$ cat config.mk
export PLATFORM = sky130hd
export DESIGN_NAME = ifid_bubble_reg_flat
export DESIGN_NICKNAME = d
export VERILOG_FILES = /design/src/rtl/ifid_bubble_reg_pkg.sv /design/src/rtl/ifid_bubble_reg_if.sv /design/src/rtl/ifid_bubble_reg_sat_counter.sv /design/src/rtl/ifid_bubble_reg.sv /design/src/flat_wrapper.sv
export SDC_FILE = /design/constraint.sdc
export NUM_CORES = 1
export LEC_CHECK = 0
export CAP_MARGIN = 20
export CORE_AREA = 4 4 131 133
export CTS_BUF_LIST = sky130_fd_sc_hd__clkbuf_16
export DETAILED_ROUTE_END_ITERATION = 10
export DIE_AREA = 0 0 135 137
export HOLD_SLACK_MARGIN = 0.12
export PLACE_DENSITY = 0.84
export SKIP_CTS_REPAIR_TIMING = 1
export SYNTH_ARGS = -nofsm -noshare
export SYNTH_HDL_FRONTEND = slang
export SYNTH_SLANG_ARGS = --single-unit
$ cat constraint.sdc
create_clock -name clk -period 3.05 [get_ports clk]
set_clock_uncertainty 0.15 [all_clocks]
set_input_delay 0.305 -clock clk [delete_from_list [all_inputs] [get_ports clk]]
set_output_delay 0.305 -clock clk [all_outputs]
set_load 0.005 [all_outputs]
$ cat src/rtl/ifid_bubble_reg_pkg.sv
// Shared pipeline definitions for the IF/ID register: state encodings,
// the bubble instruction word and default datapath widths.
package ifid_bubble_reg_pkg;

  localparam int          PC_W_DEF = 32;
  localparam int          IR_W_DEF = 32;
  localparam logic [31:0] NOP_WORD = 32'h0000_0000;

  // Encodes where the current register contents came from on the last update.
  typedef enum logic [1:0] {
    S_RUN   = 2'b00,
    S_STALL = 2'b01,
    S_BUB   = 2'b10
  } state_t;

endpackage

$ cat src/rtl/ifid_bubble_reg_if.sv
// Fetch-to-decode bus: fetch-side request/data toward the IF/ID register and
// the registered slot it presents to decode.
interface ifid_bubble_reg_if
  import ifid_bubble_reg_pkg::*;
#(
  parameter int PC_W = PC_W_DEF,
  parameter int IR_W = IR_W_DEF
) ();

  logic            j_bub;
  logic            stall;
  logic [PC_W-1:0] pc_in;
  logic [IR_W-1:0] ir_in;
  logic [PC_W-1:0] pc_out;
  logic [IR_W-1:0] ir_out;
  logic            valid_out;

  modport master (
    output j_bub, stall, pc_in, ir_in,
    input  pc_out, ir_out, valid_out
  );

  modport slave (
    input  j_bub, stall, pc_in, ir_in,
    output pc_out, ir_out, valid_out
  );

endinterface

$ cat src/rtl/ifid_bubble_reg_sat_counter.sv
// Saturating up-counter with synchronous active-low reset and a run enable;
// sticks at all-ones instead of wrapping.
module sat_counter #(
  parameter int CNT_W = 32
) (
  input  logic             clk,
  input  logic             rst,
  input  logic             en,
  input  logic             inc,
  output logic [CNT_W-1:0] count
);

  // NOTE: sequential state is always assigned with <= so every flop samples
  // pre-edge values regardless of block ordering.
  always_ff @(posedge clk) begin
    if (!rst) begin
      count <= '0;
    end else if (en && inc && (count != '1)) begin
      count <= count + 1'b1;
    end
  end

endmodule

$ cat src/rtl/ifid_bubble_reg.sv
// IF/ID pipeline register: inserts a NOP bubble on flush, holds on load-use
// stall, otherwise loads the fetched PC/IR; keeps saturating statistics.
module ifid_bubble_reg
  import ifid_bubble_reg_pkg::*;
#(
  parameter int              PC_W  = PC_W_DEF,
  parameter int              IR_W  = IR_W_DEF,
  parameter logic [IR_W-1:0] NOP   = IR_W'(NOP_WORD),
  parameter int              CNT_W = 32
) (
  input  logic                clk,
  input  logic                rst,
  input  logic                en,
  ifid_bubble_reg_if.slave    bus,
  output logic [1:0]          state,
  output logic [CNT_W-1:0]    bubble_cnt,
  output logic [CNT_W-1:0]    redirect_cnt,
  output logic [CNT_W-1:0]    stall_cnt
);

  state_t state_q;
  state_t state_d;
  logic   do_bub;
  logic   do_stall;
  logic   do_load;
  logic   j_hist;
  logic   redirect_inc;

  // State register: en==0 freezes the debug state along with everything else.
  always_ff @(posedge clk) begin
    if (!rst) begin
      state_q <= S_BUB;
    end else if (en) begin
      state_q <= state_d;
    end
  end

  // Next state: flush beats stall, from any state.
  always_comb begin
    // NOTE: a default on every path keeps combinational blocks latch-free.
    state_d = state_q;
    if (bus.j_bub) begin
      state_d = S_BUB;
    end else if (bus.stall) begin
      state_d = S_STALL;
    end else begin
      state_d = S_RUN;
    end
  end

  // Action decode driving the datapath and the statistics counters.
  always_comb begin
    do_bub   = 1'b0;
    do_stall = 1'b0;
    do_load  = 1'b0;
    if (en) begin
      do_bub   = bus.j_bub;
      do_stall = !bus.j_bub && bus.stall;
      do_load  = !bus.j_bub && !bus.stall;
    end
  end

  always_ff @(posedge clk) begin
    if (!rst) begin
      bus.pc_out    <= '0;
      bus.ir_out    <= NOP;
      bus.valid_out <= 1'b0;
      j_hist        <= 1'b0;
    end else begin
      // The edge detector only advances on enabled cycles so a halt cannot
      // hide or fabricate a redirect.
      if (en) begin
        j_hist <= bus.j_bub;
      end
      if (do_bub) begin
        bus.pc_out    <= bus.pc_in;
        bus.ir_out    <= NOP;
        bus.valid_out <= 1'b0;
      end else if (do_load) begin
        bus.pc_out    <= bus.pc_in;
        bus.ir_out    <= bus.ir_in;
        bus.valid_out <= 1'b1;
      end
    end
  end

  assign redirect_inc = bus.j_bub && !j_hist;
  assign state        = state_q;

  sat_counter #(.CNT_W(CNT_W)) u_bubble_cnt (
    .clk   (clk),
    .rst   (rst),
    .en    (en),
    .inc   (bus.j_bub),
    .count (bubble_cnt)
  );

  sat_counter #(.CNT_W(CNT_W)) u_redirect_cnt (
    .clk   (clk),
    .rst   (rst),
    .en    (en),
    .inc   (redirect_inc),
    .count (redirect_cnt)
  );

  // A stall that coincides with a flush is on the wrong path and not counted.
  sat_counter #(.CNT_W(CNT_W)) u_stall_cnt (
    .clk   (clk),
    .rst   (rst),
    .en    (en),
    .inc   (bus.stall && !bus.j_bub),
    .count (stall_cnt)
  );

endmodule
$ cat src/flat_wrapper.sv
// flat-port wrapper written by rule: the top's interface ports become plain ports
module ifid_bubble_reg_flat import ifid_bubble_reg_pkg::*;
#(
  parameter int              PC_W  = PC_W_DEF,
  parameter int              IR_W  = IR_W_DEF,
  parameter logic [IR_W-1:0] NOP   = IR_W'(NOP_WORD),
  parameter int              CNT_W = 32
)
  (clk, rst, en, state, bubble_cnt, redirect_cnt, stall_cnt, bus_j_bub, bus_stall, bus_pc_in, bus_ir_in, bus_pc_out, bus_ir_out, bus_valid_out);
  ifid_bubble_reg_if #(.PC_W(PC_W), .IR_W(IR_W)) bus_i ();
  input  logic clk;
  input  logic rst;
  input  logic en;
  output logic [1:0] state;
  output logic [CNT_W-1:0] bubble_cnt;
  output logic [CNT_W-1:0] redirect_cnt;
  output logic [CNT_W-1:0] stall_cnt;
  input wire logic [$bits(bus_i.j_bub)-1:0] bus_j_bub;
  input wire logic [$bits(bus_i.stall)-1:0] bus_stall;
  input wire logic [$bits(bus_i.pc_in)-1:0] bus_pc_in;
  input wire logic [$bits(bus_i.ir_in)-1:0] bus_ir_in;
  output wire logic [$bits(bus_i.pc_out)-1:0] bus_pc_out;
  output wire logic [$bits(bus_i.ir_out)-1:0] bus_ir_out;
  output wire logic [$bits(bus_i.valid_out)-1:0] bus_valid_out;
  assign bus_i.j_bub = bus_j_bub;
  assign bus_i.stall = bus_stall;
  assign bus_i.pc_in = bus_pc_in;
  assign bus_i.ir_in = bus_ir_in;
  assign bus_pc_out = bus_i.pc_out;
  assign bus_ir_out = bus_i.ir_out;
  assign bus_valid_out = bus_i.valid_out;
  ifid_bubble_reg #(.PC_W(PC_W), .IR_W(IR_W), .NOP(NOP), .CNT_W(CNT_W)) u_core (.clk(clk), .rst(rst), .en(en), .bus(bus_i), .state(state), .bubble_cnt(bubble_cnt), .redirect_cnt(redirect_cnt), .stall_cnt(stall_cnt));
endmodule
==> results of run 1 <==
power by group through the flow:
stage	clock network, uW	logic [uW]	registers [uW]
finish	2160	346	2210
global route	2300	375	2210
CTS	2200	348	2210
detailed placement	0	345	2250
global placement	0	336	2250
floorplan	0	128	2250
kinds of logic after synthesis:
family	synth area share, %
fa+ha+maj	0.511
buf+inv	3.54
xor+xnor	2.38
compound gates	16.9
simple gates	30.1
flops	44.7
mux	1.91
layout make-up:
type	count	area, sq um
clock buffers	17	425
multi-input cells	677	3820
fillers	1324	5340
inverters	12	46.3
repair buffers	249	2480
flip-flops and latches	164	3280
well taps	216	270
clock inverters	14	164
worst max-delay path: stages, from the launching register on:
cell and delay [ns]:
dfxtp_1 0.47, nand4_2 0.23, or4_1 0.74, nor3_2 0.53
nor4b_1 0.15, mux2i_1 0.15
how the worst max path moves through the flow:
| stage | startpoint | end | slack, ns | cells after the start |
|---|---|---|---|---|
| 2_1_floorplan | u_core.u_bubble_cnt.count[25] | u_core.u_bubble_cnt.count[0] | 0.86 | 8 |
| 3_3_place_gp | en | u_core.u_stall_cnt.count[20] | 0.25 | 6 |
| 3_5_place_dp | en | u_core.u_stall_cnt.count[20] | 0.19 | 6 |
| 4_1_cts | u_core.u_stall_cnt.count[1] | u_core.u_stall_cnt.count[20] | 0.54 | 6 |
| 5_1_grt | u_core.u_bubble_cnt.count[24] | u_core.u_bubble_cnt.count[21] | 0.30 | 5 |
| 6_report | u_core.u_bubble_cnt.count[24] | u_core.u_bubble_cnt.count[21] | 0.51 | 5 |
flip-flops by register name, indices dropped and copies added (netlist names):
register and count:
u_core.j_hist 1, u_core.u_stall_cnt.count 32, u_core.u_redirect_cnt.count 32, u_core.bus.valid_out 1, u_core.u_bubble_cnt.count 32, u_core.state 2
u_core.bus.pc_out 32, u_core.bus.ir_out 32
metrics by stage:
step / total power, uW / instance area [sq um] / worst slack, ns
floorplan: 2380 / 7350 / 0.857
global placement: 2590 / 9870 / 0.249
detailed placement: 2600 / 9900 / 0.192
CTS: 4760 / 10500 / 0.540
global route: 4890 / 10500 / 0.298
finish: 4720 / 10500 / 0.512
placed cells by master (no fill, tap or decap), drive strengths merged, types with 15 or more instances in the layout:
cell type      instances
o21ai                 35
clkdlybuf4s50        231
nand2b                17
nand2                193
buf                   18
a21oi                120
nor2                  35
nand4                 34
or3                   30
nand3                 31
dfxtp                164
nor4                  17
or4                   24
xnor2                 15
clkbuf                17
o31ai                 21
metal layers:
| layer | global-route usage, % | part of all wire, % | up-vias |
|---|---|---|---|
| li1 | - | - | 3691 |
| met3 | 5.07 | 6.2 | 34 |
| met5 | 0 | 0 | - |
| met4 | 8.85 | 2.0 | 0 |
| met1 | 28.9 | 42 | 3627 |
| met2 | 39.7 | 50 | 278 |
==> results.yml, run 1 <==
run_status:
  status: "completed"
timing:
  post-route-period-util_pct: 83.2
  slew_violations: 0
  period_minus_slack_ns: 2.54
  setup_tns_ns: 0
  whs_ns: 0.277
  fmax_ghz: 0.394
  worstMarginPinSlew_ns: 0.812
  finalSetupViolCount: 0
  finalHoldViolCount: 0
  rsz0062_at_grt: "no"
  relSlewSlack_pct: 45.4
yosys:
  synth_warnings: 0
  yosys-top-cells-area: "dfxtp_1 45%, nand2_1 9.9%, a21oi_1 8.2%"
  synth_common_cells: "193 x nand2_1, 164 x dfxtp_1, 120 x a21oi_1"
  synth_top_area_share_pct: 44.7
  yosysMostFrequentCell: "nand2_1"
  syn_inst: 902
  async_flop_share_pct: 0
  ys.flop_type: "dfxtp_1"
  synth_edf_count: 0
  synth_area_sq_um: 7350
  synth_largest_area_cell: "dfxtp_1"
  synth_cell_types: 58
  syn-num-nets: 974
  ys_ff_latch: 164
  syn_avg_cell_area_sq_um: 8.15
  yosysSeqAreaShare_pct: 44.7
clock_tree:
  cts_tree: "yes"
  htree_levels: 4
  path_clk_slew_ns: 0.06
  insertion_delay_ns: 0.42
  cts_buffers: 17
  root_buffer: "clkbuf_16"
  clk_path_buf_depth: 2
  cts.sinks: 164
worst_setup_path:
  cp-start-kind: "register"
  cp-end-kind: "register"
  r2r_start: "u_core.u_bubble_cnt.count[24]"
  path_max_fanout: 10
  crit_type: "register to register"
  reg2regPathDepth: 5
  worst_r2r_endpoint: "u_core.u_bubble_cnt.count[21]"
  regToRegSetupSlack_ns: 0.51
  crit_arrival_ns: 2.68
  worst_ep_required_time_ns: 3.20
floorplanning:
  die_h_um: 137
  dieArea_sq_um: 18500
  core_sq_um: 15800
  rows: 46
  start_util_pct: 46.4
  pin_count: 232
  dieWidth_um: 135
worst_hold_path:
  hold_class: "input pin to register"
  whs_path_depth: 3
  min_from: "bus_pc_in[6]"
  hold_end: "u_core.bus.pc_out[6]"
final_layout:
  utilization_pct: 66.3
  instances_no_fill: 1349
  num-nets-final: 1193
  drive_gt1_share_pct: 5.91
  area_delta_synth_final_pct: 42.7
  antennaDiodeCount: 0
global_routing:
  grt_use_total_pct: 23.3
  overflow: 0
  antenna_found_initial: 0
  grt_max_degree: 60
  grt_pass1_vias: 7127
  grt_pass1_wl_um: 35200
power_and_ir_drop:
  vdd_drop_max_uv: 521
  power.switching_fraction_pct: 22.6
  p_int_uw: 3650
  clkPwrFrac_pct: 45.9
  combPwrFrac_pct: 7.3
  p_leak_uw: 0.00339
  p_per_area_nw_per_um2: 450
  p_seq_share_pct: 46.8
  p_sw_uw: 1070
placed_design:
  place_hpwl_um: 15900
  routabilityCongestion: 0.879
  dpl.cell_count: 1318
  io_buffers: 231
route:
  drc_errors: 0
  drt-vias-per-instance: 5.66
  num_vias: 7630
  ant_nets: 0
  wl_um: 22400
  wl_per_cell_um: 16.6
  first_pass_iters: 5
  drtIter0Drc: 536
job:
  cap_violations: 0
Note: power is estimated with default switching activity, not from simulation.
==> run 2, diff against run 1 <==
--- a/config.mk
+++ b/config.mk
@@ -6,12 +6,12 @@
 export NUM_CORES = 1
 export LEC_CHECK = 0
 export CAP_MARGIN = 20
-export CORE_AREA = 4 4 131 133
+export CORE_AREA = 4 4 138 140
 export CTS_BUF_LIST = sky130_fd_sc_hd__clkbuf_16
 export DETAILED_ROUTE_END_ITERATION = 10
-export DIE_AREA = 0 0 135 137
+export DIE_AREA = 0 0 142 144
 export HOLD_SLACK_MARGIN = 0.12
-export PLACE_DENSITY = 0.84
+export PLACE_DENSITY = 0.8
 export SKIP_CTS_REPAIR_TIMING = 1
 export SYNTH_ARGS = -nofsm -noshare
 export SYNTH_HDL_FRONTEND = slang
==> constraint.sdc (replaced) <==
create_clock -name clk -period 2.2 [get_ports clk]
set_clock_uncertainty 0.15 [all_clocks]
set_input_delay 0.22 -clock clk [delete_from_list [all_inputs] [get_ports clk]]
set_output_delay 0.22 -clock clk [all_outputs]
set_load 0.005 [all_outputs]
==> run 2 against run 1 <==
The flow now finishes with violations (negative setup slack). Combinational power rose by 56%. Routed wire length rose by 10%. Die area rose by 11%. Largest power group is now the clock network.
==> results.yml, run 2 (synthesis gave the netlist of run 1 again) <==
clock_tree:
  cts.sinks: 164
  insertion_delay_ns: 0.42
  htree_levels: 4
  root_buffer: "clkbuf_16"
  cts_buffers: 17
  clk_path_buf_depth: 2
  path_clk_slew_ns: 0.06
  cts_tree: "yes"
power_and_ir_drop:
  p_leak_uw: 0.00418
  vdd_drop_max_uv: 538
  total_power_uw: 6720
  p_per_area_nw_per_um2: 569
route:
  wl_per_cell_um: 16.5
  num_vias: 8206
  drc_errors: 0
  ant_nets: 0
  drt-vias-per-instance: 5.47
  first_pass_iters: 5
  drtIter0Drc: 469
  wl_um: 24800
worst_setup_path:
  slowest_stage: "or4_4"
  cp-end-kind: "register"
  reg2regPathDepth: 7
  crit_arrival_ns: 2.41
  cp-start-kind: "register"
  r2r_start: "u_core.u_bubble_cnt.count[27]"
  worst_r2r_endpoint: "u_core.u_bubble_cnt.count[25]"
  worst_ep_required_time_ns: 2.40
  cp_common_cell: "buf_6"
  slowest_delay_ns: 0.58
  crit_type: "register to register"
  regToRegSetupSlack_ns: -0.02
  path_max_fanout: 8
  cp_cell_sequence: "nand4_2 > or4_4 > o31ai_4 > buf_6 > buf_6 > o31ai_2 > a21oi_1"
placed_design:
  io_buffers: 231
  dp_slack_ns: -0.403
  routabilityCongestion: 0.920
  place_hpwl_um: 17600
global_routing:
  grt_max_degree: 57
  grt_util_met2_pct: 38.3
  grt.busiest_layer: "met2"
  use_met3_pct: 5.13
  antenna_found_initial: 0
  grt_pass1_wl_um: 37800
  grt_use_total_pct: 22.6
  use_met1_pct: 28.4
  overflow: 0
  grt_pass1_vias: 7618
floorplanning:
  start_util_pct: 41.2
  die_h_um: 144
  rows: 49
  dieArea_sq_um: 20400
  dieWidth_um: 142
  pin_count: 232
  core_sq_um: 17800
timing:
  finalHoldViolCount: 0
  period_minus_slack_ns: 2.22
  relSlewSlack_pct: 58.4
  slew_violations: 0
  finalSetupViolCount: 2
  worstMarginPinSlew_ns: 0.616
  final.setup.worst_slack_ns: -0.0150
  post-route-period-util_pct: 101
  fmax_ghz: 0.451
  rsz0062_at_grt: "yes"
final_layout:
  mostFrequentLayoutCells: "228 x clkdlybuf4s50_1, 193 x nand2_1, 148 x dfxtp_1, 137 x buf_4, 118 x a21oi_1"
  layout_commonest_cell: "clkdlybuf4s50_1"
  area_delta_synth_final_pct: 60.6
  num-nets-final: 1329
  antennaDiodeCount: 0
  drive_gt1_share_pct: 19.2
worst_hold_path:
  min_from: "en"
  hold_class: "input pin to register"
  whs_path_depth: 4
  hold_end: "u_core.state[0]"
run_status:
  status: "finished with violations"
  violations: "negative setup slack"
job:
  cap_violations: 0
-- run 2: power breakdown --
part | total (uW) | leakage, uW | switching (uW) | internal (uW)
logic | 540 | 0.00254 | 239 | 302
clock network | 3130 | 0.000309 | 1240 | 1890
registers | 3050 | 0.00134 | 27.4 | 3020
total | 6720 | 0.00418 | 1500 | 5220
-- run 2: worst max-delay path: cells and delay by family (launching register included) --
family	cells	cell delay (ns)
and+or+nand+nor	2	0.70
AOI/OAI and AO/OA	3	0.68
DFF	1	0.33
buffers and inverters	2	0.28
-- run 2: worst max path at each step --
stage / start / to / slack (ns) / cells after the start
final: u_core.u_bubble_cnt.count[27] / u_core.u_bubble_cnt.count[25] / -0.02 / 7
after floorplan: u_core.u_bubble_cnt.count[25] / u_core.u_bubble_cnt.count[0] / 0.007 / 8
after global routing: u_core.u_stall_cnt.count[25] / u_core.u_stall_cnt.count[13] / -0.09 / 7
after detailed placement: bus_j_bub / u_core.u_stall_cnt.count[21] / -0.40 / 7
after CTS: u_core.u_bubble_cnt.count[26] / u_core.u_bubble_cnt.count[8] / -0.24 / 6
after global placement: bus_j_bub / u_core.u_stall_cnt.count[17] / -0.36 / 6
-- run 2: routing by layer --
| layer | routed length (um) | up-vias | part of all wire (%) |
|---|---|---|---|
| met5 | 0 | - | 0 |
| met4 | 559 | 0 | 2.3 |
| met3 | 1610 | 43 | 6.5 |
| met2 | 12500 | 308 | 50 |
| met1 | 10100 | 3892 | 41 |
| li1 | - | 3963 | - |
-- run 2: stage by stage --
stage	setup TNS [ns]	utilization (%)	std cells	instance area, sq um	hold slack, ns
2_1_floorplan	0	-	902	7350	0.206
3_3_place_gp	-10.09	60.9	1450	10900	0.291
3_5_place_dp	-13.63	60.9	1450	10900	0.295
4_1_cts	-2.03	64.3	1482	11500	0.0755
5_1_grt	-0.548	66.2	1499	11800	0.173
6_report	-0.0204	66.2	1499	11800	0.172
-- run 2: layout make-up --
type	instances	area (sq um)
fill	1417	6030
multi-input combinational	678	3970
timing repair buffer	384	3580
sequential	164	3300
clock buffer	17	425
tap	229	287
clock inverter	15	191
inverter	12	46.3
==> run 3, diff against run 2 <==
==> constraint.sdc (replaced) <==
create_clock -name clk -period 2.2 [get_ports clk]
set_clock_uncertainty 0.15 [all_clocks]
set_input_delay 0.22 -clock clk [delete_from_list [all_inputs] [get_ports clk]]
set_output_delay 0.22 -clock clk [all_outputs]
set_load 0.05 [all_outputs]
==> run 3 against run 2 <==
The run still ends with negative setup slack left. Clock power is 6.7% lower. Final cell count is 2.9% lower. Power is 1.4% lower. Sequential power is 2% lower. Worst setup slack better by 0.014 ns. Register-to-register slack hardly changed. First-iteration DRC count is 7.7% higher. Combinational power is 32% higher. Critical path depth stayed put. Routed wire length is 4.2% lower.
==> results.yml, run 3 (synthesis gave the netlist of run 1 again) <==
worst_setup_path:
  cp-end-kind: "register"
  path_max_fanout: 8
  reg2regPathDepth: 7
  cp-start-kind: "register"
  crit_arrival_ns: 2.34
  regToRegSetupSlack_ns: -0.0009
  worst_ep_required_time_ns: 2.34
  crit_type: "register to register"
placed_design:
  dp_slack_ns: -0.357
  routabilityCongestion: 0.907
  place_hpwl_um: 16900
  io_buffers: 231
  placed_cell_area_sq_um: 10900
clock_tree:
  path_clk_slew_ns: 0.07
  htree_levels: 4
  root_buffer: "clkbuf_16"
  cts_tree: "yes"
  clk_path_buf_depth: 2
  cts.sinks: 164
  insertion_delay_ns: 0.42
  cts_buffers: 17
global_routing:
  overflow: 0
  grt_use_total_pct: 21.7
  grt_pass1_wl_um: 36300
  grt_max_degree: 44
  grt_pass1_vias: 7185
  antenna_found_initial: 0
timing:
  final.setup.worst_slack_ns: -0.000905
  finalHoldViolCount: 0
  slew_violations: 0
  post-route-period-util_pct: 100
  relSlewSlack_pct: 53.2
  rsz0062_at_grt: "yes"
  period_minus_slack_ns: 2.20
  worstMarginPinSlew_ns: 0.694
  finalSetupViolCount: 1
  fmax_ghz: 0.454
final_layout:
  num-nets-final: 1285
  drive_gt1_share_pct: 21.9
  area_delta_synth_final_pct: 58.2
  utilization_pct: 65.2
  antennaDiodeCount: 0
  final_area_sq_um: 11600
  mostFrequentLayoutCells: "230 x clkdlybuf4s50_1, 193 x nand2_1, 119 x a21oi_1, 95 x buf_4, 79 x dfxtp_1"
  layout_commonest_cell: "clkdlybuf4s50_1"
worst_hold_path:
  whs_path_depth: 3
  hold_class: "input pin to register"
route:
  drt-vias-per-instance: 5.43
  first_pass_iters: 5
  ant_nets: 0
  wl_um: 23700
  num_vias: 7895
  drc_errors: 0
  drtIter0Drc: 505
  wl_per_cell_um: 16.3
floorplanning:
  start_util_pct: 41.2
  pin_count: 232
  dieWidth_um: 142
  rows: 49
  die_h_um: 144
  core_sq_um: 17800
  dieArea_sq_um: 20400
power_and_ir_drop:
  p_leak_uw: 0.00397
  p_per_area_nw_per_um2: 570
  clkPwrFrac_pct: 44.0
  power.switching_fraction_pct: 26.1
  p_int_uw: 4900
  combPwrFrac_pct: 10.7
  vdd_drop_max_uv: 526
  p_sw_uw: 1730
  p_seq_share_pct: 45.2
run_status:
  status: "finished with violations"
  violations: "negative setup slack"
job:
  cap_violations: 0
run 3: changes by cell type in the layout (fill, tap and decap cells not counted), moves of 4 or more:
cell / change
dfxtp_4: +49
buf_4: -42
inv_6: +4
dfxtp_2: +20
dfxtp_1: -69
clkinv_4: -4
run 3: power groups by stage:
stage | combinational (uW) | sequential (uW) | clock [uW]
after global routing | 755 | 3000 | 3100
after detailed placement | 701 | 3070 | 0
after global placement | 693 | 3060 | 0
after floorplan | 177 | 3250 | 0
after CTS | 704 | 3000 | 2960
final | 712 | 3000 | 2920
run 3: per-layer routing:
layer / vias up / global-route usage (%) / wire [um]
li1: 3899 / - / -
met1: 3695 / 27.8 / 9850
met2: 268 / 35.7 / 11800
met3: 33 / 5.89 / 1560
met4: 0 / 7.07 / 478
met5: - / 0 / 0
run 3: path summary, 6_finish.rpt:
kind / from / end
max: u_core.u_bubble_cnt.count[24] / u_core.u_bubble_cnt.count[0]
min: bus_pc_in[15] / u_core.bus.pc_out[15]
max reg2reg: u_core.u_bubble_cnt.count[24] / u_core.u_bubble_cnt.count[0]
min reg2reg: u_core.bus.pc_out[19] / u_core.bus.pc_out[19]
run 3: per-stage QoR:
step | instances | hold slack, ns | TNS, ns | total power, uW
2_1_floorplan | 902 | 0.206 | -0.0838 | 3430
3_3_place_gp | 1412 | 0.290 | -8.66 | 3760
3_5_place_dp | 1412 | 0.296 | -11.80 | 3770
4_1_cts | 1444 | -0.0388 | -0.375 | 6670
5_1_grt | 1455 | 0.182 | -0.275 | 6860
6_report | 1455 | 0.182 | -0.000905 | 6630
run 3: area by class of cell:
type	count	area, sq um
Fill cell	1392	6210
Sequential cell	164	3510
Inverter	12	46.3
Tap cell	229	287
Clock buffer	18	450
Clock inverter	14	119
Timing Repair Buffer	339	3220
Multi-Input combinational cell	679	4000
run 3: critical path: stages, from the launching register on:
cell and delay, ns:
dfxtp_4 0.36, nand4_4 0.10, or4_4 0.57, o31ai_4 0.41, buf_6 0.17, buf_4 0.11, xor2_1 0.14, nor2_1 0.06
